--- config.mk ---
export PLATFORM = sky130hd
export DESIGN_NAME = cla_bist_controller
export DESIGN_NICKNAME = d
export VERILOG_FILES = /design/src/rtl/cla_pkg.sv /design/src/rtl/cla_bist_controller_lfsr32.sv /design/src/rtl/cla_bist_controller.sv
export SDC_FILE = /design/constraint.sdc
export NUM_CORES = 1
export LEC_CHECK = 0
export ABC_AREA = 1
export CORE_MARGIN = 2
export CORE_UTILIZATION = 50
export CTS_BUF_LIST = sky130_fd_sc_hd__clkbuf_8
export DETAILED_ROUTE_END_ITERATION = 8
export PLACE_DENSITY = 0.85
export SETUP_SLACK_MARGIN = 0.4
export SYNTH_ARGS = -nofsm -noshare
export SYNTH_HDL_FRONTEND = slang
export SYNTH_SLANG_ARGS = --single-unit
--- constraint.sdc ---
create_clock -name clk -period 3.7 [get_ports clk]
set_input_delay 0.74 -clock clk [delete_from_list [all_inputs] [get_ports clk]]
set_output_delay 0.74 -clock clk [all_outputs]
set_load 0.02 [all_outputs]
--- src/rtl/cla_pkg.sv ---
// Shared types, constants, directed vectors and golden arithmetic
// for the CLA adder/subtractor self-test sequencer.
package cla_pkg;

   localparam int WIDTH = 16;

   localparam logic MODE_ADD = 1'b0;
   localparam logic MODE_SUB = 1'b1;

   typedef enum logic [2:0] {
      ST_IDLE,
      ST_LOAD,
      ST_SETTLE,
      ST_CHECK,
      ST_DONE
   } state_e;

   typedef struct packed {
      logic [WIDTH-1:0] a;
      logic [WIDTH-1:0] b;
      logic             mode;
   } vec_t;

   localparam vec_t DIR_VEC [8] = '{
      '{16'd25,    16'd10,    MODE_ADD},
      '{16'd32760, 16'd50,    MODE_ADD},
      '{16'd32000, 16'd16000, MODE_ADD},
      '{16'd32767, 16'd2,     MODE_ADD},
      '{16'd40,    16'd10,    MODE_SUB},
      '{16'd10,    16'd20,    MODE_SUB},
      '{16'd500,   16'd100,   MODE_SUB},
      '{16'd20,    16'd50,    MODE_SUB}
   };

   // Returns {cout, ovf, s}; subtract is A + ~B + 1 so cout=1 means no borrow
   function automatic logic [WIDTH+1:0] golden(
      input logic [WIDTH-1:0] a,
      input logic [WIDTH-1:0] b,
      input logic             mode
   );
      logic [WIDTH-1:0] bx;
      logic [WIDTH:0]   sum;
      logic             ovf;
      bx  = mode ? ~b : b;
      sum = {1'b0, a} + {1'b0, bx} + {{WIDTH{1'b0}}, mode};
      ovf = (a[WIDTH-1] == bx[WIDTH-1]) & (sum[WIDTH-1] != a[WIDTH-1]);
      return {sum[WIDTH], ovf, sum[WIDTH-1:0]};
   endfunction

endpackage

--- src/rtl/cla_bist_controller_lfsr32.sv ---
// 32-bit Fibonacci LFSR, x^32+x^22+x^2+x+1, shifting toward the MSB.
// Synchronous seed load has priority over the advance enable.
module lfsr32 #(
   parameter logic [31:0] SEED = 32'hACE11234
) (
   input  logic        clk,
   input  logic        load_i,
   input  logic        en_i,
   output logic [31:0] state_o
);

   logic [31:0] state_q;
   logic        fb;

   assign fb      = state_q[31] ^ state_q[21] ^ state_q[1] ^ state_q[0];
   assign state_o = state_q;

   always_ff @(posedge clk) begin
      if (load_i) begin
         state_q <= SEED;
      end else if (en_i) begin
         state_q <= {state_q[30:0], fb};
      end
   end

endmodule

--- src/rtl/cla_bist_controller.sv ---
// BIST sequencer: drives directed then pseudo-random vectors into the CLA,
// checks each result against the golden model and reports pass/fail.
module cla_bist_controller #(
   parameter int          WIDTH         = 16,
   parameter int          N_RANDOM      = 64,
   parameter int          SETTLE_CYCLES = 2,
   parameter logic [31:0] LFSR_SEED     = 32'hACE11234
) (
   input  logic             clk,
   input  logic             rst,
   input  logic             start,
   output logic [WIDTH-1:0] cla_a,
   output logic [WIDTH-1:0] cla_b,
   output logic             cla_mode,
   input  logic [WIDTH-1:0] cla_s,
   input  logic             cla_cout,
   input  logic             cla_ovf,
   output logic             busy,
   output logic             done,
   output logic             pass,
   output logic [7:0]       fail_count,
   output logic [7:0]       first_fail_idx
);

   import cla_pkg::*;

   localparam logic [8:0] LAST_IDX    = 9'(N_RANDOM + 7);
   localparam logic [3:0] SETTLE_LAST = 4'(SETTLE_CYCLES - 1);

   state_e           state_q;
   logic [8:0]       idx_q;
   logic [3:0]       settle_q;
   logic [WIDTH+1:0] golden_q;
   logic [WIDTH-1:0] cla_a_q;
   logic [WIDTH-1:0] cla_b_q;
   logic             cla_mode_q;
   logic             busy_q;
   logic             done_q;
   logic             pass_q;
   logic [7:0]       fail_q;
   logic [7:0]       ffi_q;

   vec_t             vec_d;
   logic [7:0]       fail_d;
   logic             mismatch;
   logic             lfsr_en;
   logic [31:0]      lfsr_state;

   // Only random vectors consume LFSR state; it is never reseeded by start
   assign lfsr_en = (state_q == ST_LOAD) && (idx_q >= 9'd8);

   lfsr32 #(
      .SEED (LFSR_SEED)
   ) u_lfsr (
      .clk     (clk),
      .load_i  (rst),
      .en_i    (lfsr_en),
      .state_o (lfsr_state)
   );

   always_comb begin
      vec_d = DIR_VEC[idx_q[2:0]];
      if (idx_q >= 9'd8) begin
         vec_d = '{a: lfsr_state[31:16], b: lfsr_state[15:0], mode: idx_q[0]};
      end
   end

   assign mismatch = {cla_cout, cla_ovf, cla_s} != golden_q;

   always_comb begin
      fail_d = fail_q;
      if (mismatch && (fail_q != 8'hFF)) begin
         fail_d = fail_q + 8'd1;
      end
   end

   always_ff @(posedge clk) begin
      if (rst) begin
         state_q    <= ST_IDLE;
         idx_q      <= '0;
         settle_q   <= '0;
         golden_q   <= '0;
         cla_a_q    <= '0;
         cla_b_q    <= '0;
         cla_mode_q <= 1'b0;
         busy_q     <= 1'b0;
         done_q     <= 1'b0;
         pass_q     <= 1'b0;
         fail_q     <= '0;
         ffi_q      <= 8'hFF;
      end else begin
         done_q <= 1'b0;
         unique case (state_q)
            ST_IDLE: begin
               if (start) begin
                  state_q <= ST_LOAD;
                  idx_q   <= '0;
                  fail_q  <= '0;
                  ffi_q   <= 8'hFF;
                  pass_q  <= 1'b0;
                  busy_q  <= 1'b1;
               end
            end
            ST_LOAD: begin
               cla_a_q    <= vec_d.a;
               cla_b_q    <= vec_d.b;
               cla_mode_q <= vec_d.mode;
               golden_q   <= golden(vec_d.a, vec_d.b, vec_d.mode);
               settle_q   <= '0;
               state_q    <= ST_SETTLE;
            end
            ST_SETTLE: begin
               if (settle_q == SETTLE_LAST) begin
                  state_q <= ST_CHECK;
               end else begin
                  settle_q <= settle_q + 4'd1;
               end
            end
            ST_CHECK: begin
               fail_q <= fail_d;
               if (mismatch && (fail_q == 8'd0)) begin
                  ffi_q <= idx_q[7:0];
               end
               if (idx_q == LAST_IDX) begin
                  state_q <= ST_DONE;
                  busy_q  <= 1'b0;
                  done_q  <= 1'b1;
                  pass_q  <= (fail_d == 8'd0);
               end else begin
                  idx_q   <= idx_q + 9'd1;
                  state_q <= ST_LOAD;
               end
            end
            ST_DONE: begin
               state_q <= ST_IDLE;
            end
            default: begin
               state_q <= ST_IDLE;
            end
         endcase
      end
   end

   assign cla_a          = cla_a_q;
   assign cla_b          = cla_b_q;
   assign cla_mode       = cla_mode_q;
   assign busy           = busy_q;
   assign done           = done_q;
   assign pass           = pass_q;
   assign fail_count     = fail_q;
   assign first_fail_idx = ffi_q;

endmodule
==> metrics.csv, run 1 <==
metric,value,unit
cts hold-fix bufs,0,
Crit Path Max Fanout,5,
Synthesis Warnings,0,
Overflow after GRT,0,
# nets final,988,
Int Pwr,2.24,mW
Post-DRT Antenna Nets,0,
"setup slack, reg-to-reg",0.58,ns
WP data arrival,3.43,ns
clock power share,35.6,%
vias in the first global route,5538,
share of layout cells above drive strength 1,10.1,%
core area,12000,um^2
part of the Yosys area used for sequential elements,38.5,%
Starting Density,51.1,%
vias,6036,
diode count,0,
Max VDD drop,0.000228,V
Fill cells,1061,
CTS root buffer,clkbuf_8,
Final period util,84.3,%
Rows,40,
Post-Syn Instances,861,
DRT Pass-1 Iters,6,
Sequential Power Share,42.7,%
clk slew on worst S/H paths,0.07,ns
CP Class,reg2reg,
combinational share of power,21.8,%
pre-CTS WS,0.310,ns
total CTS buffers,17,
post-layout util,62.5,%
Seq cells post-synth,118,
fmax,320,MHz
Period minus WS final,3.12,ns
post-DP HPWL,12000,um
post-synthesis instance area,6130,um^2
Final Max Slew Viols,0,
Die Height,115,um
DRT iter0 DRCs,619,
GRT Total Usage,25.7,%
Slew @ Worst Pin,0.736,ns
fin worst setup slack,0.580,ns
final non-filler cell total,1101,
routed len/inst,15.1,um
CP max stage cell,dfxtp_4,
Die Area,13200,um^2
final hold vios,0,
Sw Ratio,32.5,%
Setup crit end kind,flop,
MaxCap Viol Count,0,
Synth cell types,50,
crit path cell chain,"clkinvlp_4, ha_4, nand2_1, nand2_1, a21oi_1, a21oi_2, xor2_1, inv_1, fa_2, nand3b_1, nand2_2, nand2_1, nand2_1, a21oi_1, o21ai_2, inv_1, o21bai_1, a21oi_1, o21ai_1, o21ai_0",
clock tree buffer depth,2,
Min-Delay Path Class,reg2reg,
pin count of the biggest net entering global routing,43,
final WL,16700,um
Switch Pwr,1.08,mW
CTS H-tree depth,4,
DRC viols,0,
CTS tree,built,
via density per instance,5.48,
Final GP Congestion,1.01,
worst clock skew,0.0139,ns
Setup TNS Final,0,ns
CP required,4.00,ns
Pleak,3.15,nW
syn avg cell area,7.12,um^2
PortBufs,72,
"commonest cells after routing, fill and taps aside","nand2_1, dfxtp_1, inv_1",
initial antenna violation count,0,
RSZ-0062 raised after global routing,true,
status,finished clean,
post-synth net total,908,
placed insts,1058,
global-route wire length before repair,26900,um
Critical Path Source Type,flop,
area grow syn2layout,22.5,%
Sink Count,118,
Rel. slew slack,50.8,%
"commonest non-fill, non-tap cell in the layout",nand2_1,
overall power,3.32,mW
Power Dens Cells,441,nW/um^2
Die Wd,115,um
IO Count,73,
"most used cell, CP",nand2_1,
Finish-stage setup viols,0,
CP peak stage delay,0.38,ns
clk_lat worst skew,0.44,ns
[kinds of logic (layout without fill, tap and decap cells)]
| logic type | Yosys count | after routing | share of synthesized area [%] |
|---|---|---|---|
| buffers and inverters | 129 | 222 | 8.20 |
| AND/OR/NAND/NOR | 357 | 357 | 25.3 |
| AO/OA/AOI/OAI | 204 | 204 | 18.6 |
| XOR/XNOR | 27 | 27 | 3.86 |
| adder cells (fa/ha/maj) | 26 | 26 | 5.43 |
| flip-flops | 118 | 118 | 38.5 |
[registers in the layout, indices dropped and copies added, names as in the netlist, 3 cells and up]
| signal | cells |
|---|---|
| state_q | 3 |
| cla_a | 16 |
| fail_count | 8 |
| golden_q | 18 |
| idx_q | 9 |
| u_lfsr.state_o | 32 |
| cla_b | 16 |
| first_fail_idx | 8 |
| settle_q | 4 |
[cells in the mapped netlist, drive strengths merged]
library cell	instances	area share (%)
nand4	7	0.71
a2111oi	1	0.14
a21oi	71	5.8
o22ai	6	0.61
inv	100	6.2
a211o	1	0.14
a21boi	1	0.12
nor4	4	0.51
o21ai	94	7.7
dfxtp	118	39
xnor2	6	0.86
a22o	9	1.3
a211oi	2	0.24
clkinv	1	0.061
nand2	216	14
or2	2	0.20
a221oi	1	0.14
nor2	82	5.5
nand3b	1	0.12
nand3	35	3.3
ha	25	5.1
a21o	1	0.12
o21bai	2	0.43
o211ai	6	0.73
fa	1	0.33
a41oi	1	0.14
buf	13	1.1
a31oi	2	0.20
nor3	10	1.1
xor2	21	3.0
o32ai	2	0.29
o221ai	4	0.57
clkbuf	15	0.92
[power by group through the flow]
stage | clock network, mW | logic [mW] | registers [mW]
2_1_floorplan | 0 | 0.403 | 1.49
3_3_place_gp | 0 | 0.694 | 1.44
3_5_place_dp | 0 | 0.702 | 1.44
4_1_cts | 1.19 | 0.709 | 1.41
5_1_grt | 1.25 | 0.791 | 1.42
6_report | 1.18 | 0.722 | 1.41
[worst paths after layout]
path                                         from                end  cells past startpoint
worst max-delay path                     idx_q[1]       golden_q[10]                     20
worst min-delay path            u_lfsr.state_o[0]  u_lfsr.state_o[0]                      1
worst max register to register           idx_q[1]       golden_q[10]                     20
worst min register to register  u_lfsr.state_o[0]  u_lfsr.state_o[0]                      1
[area by class of cell]
cell class                 count  area (um^2)  area share (%)
inverter                     101          395            5.26
clock buffer                  18          248            3.30
timing repair inverter         1         8.76           0.117
timing repair buffer          88          841            11.2
multi-input combinational    614         3310            44.1
tap                          147          184            2.45
clock inverter                14          151            2.02
sequential                   118         2370            31.6
[critical path: cells and delay by family (launching register included)]
family | cells | cell delay (ns)
AO/OA/AOI/OAI | 8 | 0.93
XOR/XNOR | 1 | 0.21
adder cells (fa/ha/maj) | 2 | 0.64
buffers and inverters | 3 | 0.26
flip-flops | 1 | 0.38
AND/OR/NAND/NOR | 6 | 0.56
[metal layers]
layer	track usage [%]	up-vias	wire, um
li1	-	2996	-
met1	35.4	2738	7470
met2	40.6	254	7520
met3	4.90	48	1170
met4	9.16	0	499
met5	0	-	0
[through the flow]
step           cell area, um^2  hold WS, ns
2_1_floorplan             6130        0.423
3_3_place_gp              6960        0.431
3_5_place_dp              6960        0.439
4_1_cts                   7370        0.449
5_1_grt                   7510        0.482
6_report                  7510        0.451
[what timing repair did]
item / 4_1_cts / 5_1_grt
endpoints found under the hold margin: 0 / 0
setup buffers: 0 / 10
cloned: 0 / 1
pin swaps: 0 / 6
setup endpoints to repair: 1 / 8
gates resized for setup: 4 / 18
(Power assumes the default switching activity.)
==> inputs of run 2 (changes only) <==
Clock period 3.7 ns to 3.13 ns, I/O delays scaled along.
==> run 2 against run 1 <==
  * Die area stayed put
  * Via count up 8.3%
  * Sequential power increased by 18%
  * Routed wire length up 17%
  * Total power is 19% higher
  * Non-clock buffer count rose by 52
  * Sequential cell count is the same
==> metrics.csv, run 2 (synthesis gave the netlist of run 1 again) <==
metric,value,unit,change
Finish-stage setup viols,0,,unchanged
area grow syn2layout,35.8,%,
Starting Density,51.1,%,unchanged
Pleak,3.51,nW,+11%
combinational share of power,25.2,%,+3.4 points
routed len/inst,16.9,um,+12%
Slew @ Worst Pin,1.24,ns,+0.508 ns
Overflow after GRT,0,,unchanged
Post-DRT Antenna Nets,0,,unchanged
DRC viols,0,,unchanged
Setup crit end kind,flop,,
Power Dens Cells,473,nW/um^2,+7.1%
GRT Total Usage,26.1,%,+0.39 points
status,finished clean,,
clk slew on worst S/H paths,0.07,ns,about the same
initial antenna violation count,0,,unchanged
"commonest cells after routing, fill and taps aside","nand2_1, dfxtp_1, inv_1",,
Reg area,2380,um^2,+0.53%
"commonest non-fill, non-tap cell in the layout",nand2_1,,
Setup TNS Final,0,ns,unchanged
post-route cell area,8330,um^2,+11%
Final GP Congestion,1.01,,about the same
vias in the first global route,5563,,+0.45%
# nets final,1039,,+5.2%
Sw Ratio,32.2,%,-0.34 points
clk_lat worst skew,0.47,ns,+0.03 ns
DRT iter0 DRCs,696,,+12%
share of layout cells above drive strength 1,20.8,%,+11 points
max reg flops,32,,unchanged
total CTS buffers,17,,unchanged
placed insts,1072,,+1.3%
Critical Path Source Type,flop,,
CTS H-tree depth,4,,unchanged
post-DP HPWL,12400,um,+3.5%
Sequential Power Share,42.4,%,-0.3 points
fmax,340,MHz,+6.1%
worst clock skew,0.0185,ns,+0.00466 ns
DRT Pass-1 Iters,6,,unchanged
IO Count,73,,unchanged
Fill cells,904,,-15%
pin count of the biggest net entering global routing,43,,unchanged
final hold vios,0,,unchanged
Rel. slew slack,17.0,%,-34 points
PortBufs,72,,unchanged
Crit Path Max Fanout,6,,+1
CTS tree,built,,
Final Max Slew Viols,0,,unchanged
Period minus WS final,2.94,ns,-0.179 ns
Die Area,13200,um^2,unchanged
core area,12000,um^2,unchanged
Switch Pwr,1.27,mW,+18%
global-route wire length before repair,26900,um,about the same
Int Pwr,2.67,mW,+19%
vias,6537,,+8.3%
cts hold-fix bufs,0,,unchanged
WP data arrival,3.28,ns,-0.15 ns
MaxCap Viol Count,0,,unchanged
RSZ-0062 raised after global routing,true,,
Max VDD drop,0.000405,V,+77%
CP Class,reg2reg,,
CTS root buffer,clkbuf_8,,
final non-filler cell total,1150,,+4.5%
Final period util,94.0,%,+9.6 points
Die Wd,115,um,unchanged
footprint of the multi-input gates,3690,um^2,+11%
Die Height,115,um,unchanged
clock power share,32.4,%,-3.2 points
clock tree buffer depth,2,,unchanged
diode count,0,,unchanged
Rows,40,,unchanged
CP required,3.47,ns,-0.53 ns
final WL,19500,um,+17%
via density per instance,5.68,,+3.7%
Placed Area,7100,um^2,+2.0%
Min-Delay Path Class,reg2reg,,
Sink Count,118,,unchanged
run 2: cell count changes in the layout (fill, tap and decap cells not counted), moves of 6 or more:
cell | previous run | this run
nand2_1 | 208 | 194
nand2_2 | 5 | 16
clkinvlp_4 | 6 | 0
ha_1 | 23 | 17
o21ai_0 | 60 | 41
o21ai_2 | 1 | 14
buf_6 | 0 | 7
a21oi_1 | 69 | 56
buf_4 | 16 | 56
ha_4 | 1 | 7
a21oi_2 | 2 | 11
run 2: final timing paths:
kind             from      endpoint  slack [ns]  depth (start not counted)
max          idx_q[7]  golden_q[10]        0.19                         19
min          cla_b[0]      cla_b[0]        0.45                          2
max reg2reg  idx_q[7]  golden_q[10]        0.19                         19
min reg2reg  cla_b[0]      cla_b[0]        0.45                          2
run 2: critical path, stage by stage, from the launching register on:
cell,delay (ns)
dfxtp_4,0.36
nor2_4,0.14
nand3_4,0.16
buf_6,0.18
nand2_1,0.12
inv_1,0.11
o21bai_4,0.14
inv_1,0.09
fa_2,0.38
nand3b_1,0.18
nand2_2,0.10
nand2_2,0.07
nand2_2,0.07
a21oi_2,0.06
o21ai_2,0.16
inv_1,0.06
o21bai_1,0.18
a21oi_1,0.09
o21ai_1,0.10
o21ai_1,0.07
run 2: power by group through the flow:
stage | clock network (mW) | registers (mW) | logic [mW]
2_1_floorplan | 0 | 1.76 | 0.482
3_3_place_gp | 0 | 1.70 | 0.852
3_5_place_dp | 0 | 1.70 | 0.860
4_1_cts | 1.27 | 1.67 | 0.896
5_1_grt | 1.35 | 1.68 | 1.06
6_report | 1.27 | 1.67 | 0.993
run 2: through the flow:
step	power [mW]	setup slack, ns	hold slack, ns	utilization, %
6_report	3.94	0.189	0.447	69.3
5_1_grt	4.10	0.0411	0.480	69.3
4_1_cts	3.83	0.331	0.450	64.4
3_5_place_dp	2.56	0.0614	0.436	59.1
3_3_place_gp	2.55	0.135	0.438	59.1
2_1_floorplan	2.24	0.405	0.423	-
run 2: timing repair:
item                                   4_1_cts  5_1_grt
setup endpoints to repair                   12       13
setup buffers                               19       28
gates resized for setup                     50       81
pin swaps                                   19       25
endpoints found under the hold margin        0        0
gates cloned                                 0        1
run 2: final cells by class:
type | count | area share (%)
multi-input combinational | 614 | 44.3
sequential | 118 | 28.6
timing repair buffer | 140 | 15.9
inverter | 101 | 4.73
clock buffer | 21 | 3.47
tap | 147 | 2.21
clock inverter | 9 | 0.766
run 2: metal layers:
| layer | GRT usage (%) | vias up | share of wire, % |
|---|---|---|---|
| met5 | 0 | - | 0 |
| met2 | 40.8 | 385 | 46 |
| met3 | 5.27 | 81 | 9.2 |
| met1 | 34.9 | 2984 | 41 |
| li1 | - | 3087 | - |
| met4 | 12.0 | 0 | 4.3 |
==> inputs of run 3 (changes only) <==
Settings changed: DONT_BUFFER_PORTS from default to 1, PLACE_DENSITY 0.85 to 0.77.
==> run 3 against run 2 <==
  * Maximum frequency is 3.7% higher
  * Clock-buffer cell count down 3
  * Sequential power increased by 4%
  * Core utilization down 8.5 points
  * Cell area is 12% lower
  * Worst setup slack gained 0.10 ns
  * Register-to-register slack gained 0.10 ns
  * Die area unchanged
  * Sequential share of layout area is 3.9 points higher
  * Critical endpoint is now golden_q[14]
==> metrics.csv, run 3 (synthesis gave the netlist of run 1 again) <==
metric,value,unit,change
CTS H-tree depth,4,,unchanged
Worst Hold Launch,rst,,
via density per instance,5.49,,-3.4%
max reg flops,32,,unchanged
status,finished clean,,
CP required,3.47,ns,about the same
# nets final,952,,-8.4%
Final Max Slew Viols,0,,unchanged
IO Count,73,,unchanged
Worst Setup SP,idx_q[6],,
Min-Delay Path Class,in2reg,,
fin worst setup slack,0.294,ns,+0.105 ns
Sink Count,118,,unchanged
final hold vios,0,,unchanged
Die Height,115,um,unchanged
Post-DRT Antenna Nets,0,,unchanged
reg2reg path depth,20,,+1
vias,5846,,-11%
vias in the first global route,5434,,-2.3%
Starting Density,51.1,%,unchanged
post-DP HPWL,11500,um,-6.9%
pin count of the biggest net entering global routing,43,,unchanged
core area,12000,um^2,unchanged
Slew @ Worst Pin,1.20,ns,-0.0482 ns
"commonest non-fill, non-tap cell in the layout",nand2_1,,
total CTS buffers,17,,unchanged
CP Class,reg2reg,,
Period minus WS final,2.84,ns,-0.105 ns
Critical Path Source Type,flop,,
MaxCap Viol Count,0,,unchanged
area grow syn2layout,19.1,%,
Fill cells,1056,,+17%
global-route wire length before repair,26300,um,-2.1%
CTS root buffer,clkbuf_8,,
worst clock skew,0.00816,ns,-0.0104 ns
pre-CTS WS,0.0864,ns,+0.0250 ns
Setup crit end kind,flop,,
WHS Path Cells,1,,-1
clk slew on worst S/H paths,0.07,ns,about the same
"setup slack, reg-to-reg",0.29,ns,+0.10 ns
post-layout util,60.8,%,-8.5 points
clk_lat worst skew,0.45,ns,-0.02 ns
DRT Pass-1 Iters,5,,-1
final WL,16600,um,-15%
Finish-stage setup viols,0,,unchanged
Setup TNS Final,0,ns,unchanged
Final period util,90.6,%,-3.3 points
Reg area,2380,um^2,-0.26%
Pleak,3.11,nW,-11%
CTS tree,built,,
r2r startpoint,idx_q[6],,
GRT Total Usage,25.4,%,-0.63 points
Crit Path Max Fanout,6,,unchanged
"commonest cells after routing, fill and taps aside","nand2_1, dfxtp_1, inv_1",,
Power Dens Cells,532,nW/um^2,+13%
CP max stage cell,dfxtp_4,,
Die Area,13200,um^2,unchanged
share of layout cells above drive strength 1,18.7,%,-2.1 points
"most used cell, CP",a21oi_1,,
RR Endpoint,golden_q[14],,
DRT iter0 DRCs,457,,-34%
Max VDD drop,0.000347,V,-14%
CP peak stage delay,0.37,ns,about the same
WP data arrival,3.18,ns,-0.10 ns
crit path cell chain,"nor2_4, nand3_4, clkinv_8, buf_4, o21ai_1, nor2_1, inv_2, a21oi_1, a21oi_1, buf_4, ha_4, a21oi_1, o21ai_1, nand2_1, nand4_1, nand2_1, nand3_1, a21oi_1, o21ai_1, nand2_1",,
initial antenna violation count,0,,unchanged
RSZ-0062 raised after global routing,true,,
DRC viols,0,,unchanged
hold path endpoint,fail_count[6],,
routed len/inst,15.6,um,-7.8%
Rel. slew slack,20.2,%,+3.2 points
Die Wd,115,um,unchanged
Final GP Congestion,0.949,,-5.8%
clock tree buffer depth,2,,unchanged
cts hold-fix bufs,0,,unchanged
fmax,353,MHz,+3.7%
Overflow after GRT,0,,unchanged
Rows,40,,unchanged
footprint of the multi-input gates,3530,um^2,-4.4%
PortBufs,0,,-100%
diode count,0,,unchanged
-- run 3: cell types whose count changed in the layout (fill, tap and decap cells not counted), moves of 6 or more --
| cell | delta |
|---|---|
| o21ai_2 | -8 |
| o21ai_0 | +6 |
| buf_4 | -7 |
| clkdlybuf4s50_1 | -72 |
-- run 3: cell type report --
| cell class | instances | share of cell area, % |
|---|---|---|
| multi-input cells | 615 | 48.3 |
| flip-flops and latches | 118 | 32.6 |
| repair buffers | 52 | 5.51 |
| inverters | 101 | 5.50 |
| clock buffers | 18 | 3.39 |
| well taps | 147 | 2.52 |
| clock inverters | 14 | 2.19 |
-- run 3: how the worst max path moves through the flow --
stage,end,slack (ns),cells after the start
2_1_floorplan,golden_q[10],0.41,20
5_1_grt,golden_q[10],0.07,19
4_1_cts,golden_q[10],0.35,20
3_5_place_dp,golden_q[10],0.09,20
6_report,golden_q[14],0.29,20
3_3_place_gp,golden_q[14],0.1,16
-- run 3: power breakdown --
part	total (mW)	internal, mW	switching (mW)
logic	0.720	0.255	0.465
registers	1.74	1.60	0.144
clock network	1.42	0.799	0.625
total	3.89	2.65	1.23
-- run 3: per-stage QoR --
step | power (mW) | area (um^2) | std cells | hold slack, ns
3_3_place_gp | 2.40 | 6370 | 999 | 0.451
5_1_grt | 4.08 | 7310 | 1065 | 0.223
4_1_cts | 3.87 | 7070 | 1055 | 0.222
6_report | 3.89 | 7310 | 1065 | 0.240
3_5_place_dp | 2.41 | 6370 | 999 | 0.462
2_1_floorplan | 2.24 | 6160 | 861 | 0.423
-- run 3: layer usage --
metal  global-route usage [%]  wire length [um]  vias up
met5                        0                 0        -
met4                     11.2               555        0
met3                     6.64              1160       49
met2                     41.2              7820      231
met1                     32.2              7100     2639
li1                         -                 -     2927
-- run 3: timing repair --
item                                    CTS  global route
cloned                                    1             0
gates resized for setup                  39            41
pin swaps                                23            18
buffers inserted                         23            10
endpoints found under the setup margin   11            13
-- run 3: worst max-delay path: cells and delay by family, from the launching register on --
family	cells	cell delay, ns
adder cells (fa/ha/maj)	1	0.32
AND/OR/NAND/NOR	8	0.85
AO/OA/AOI/OAI	7	0.72
flip-flops	1	0.37
buffers and inverters	4	0.46
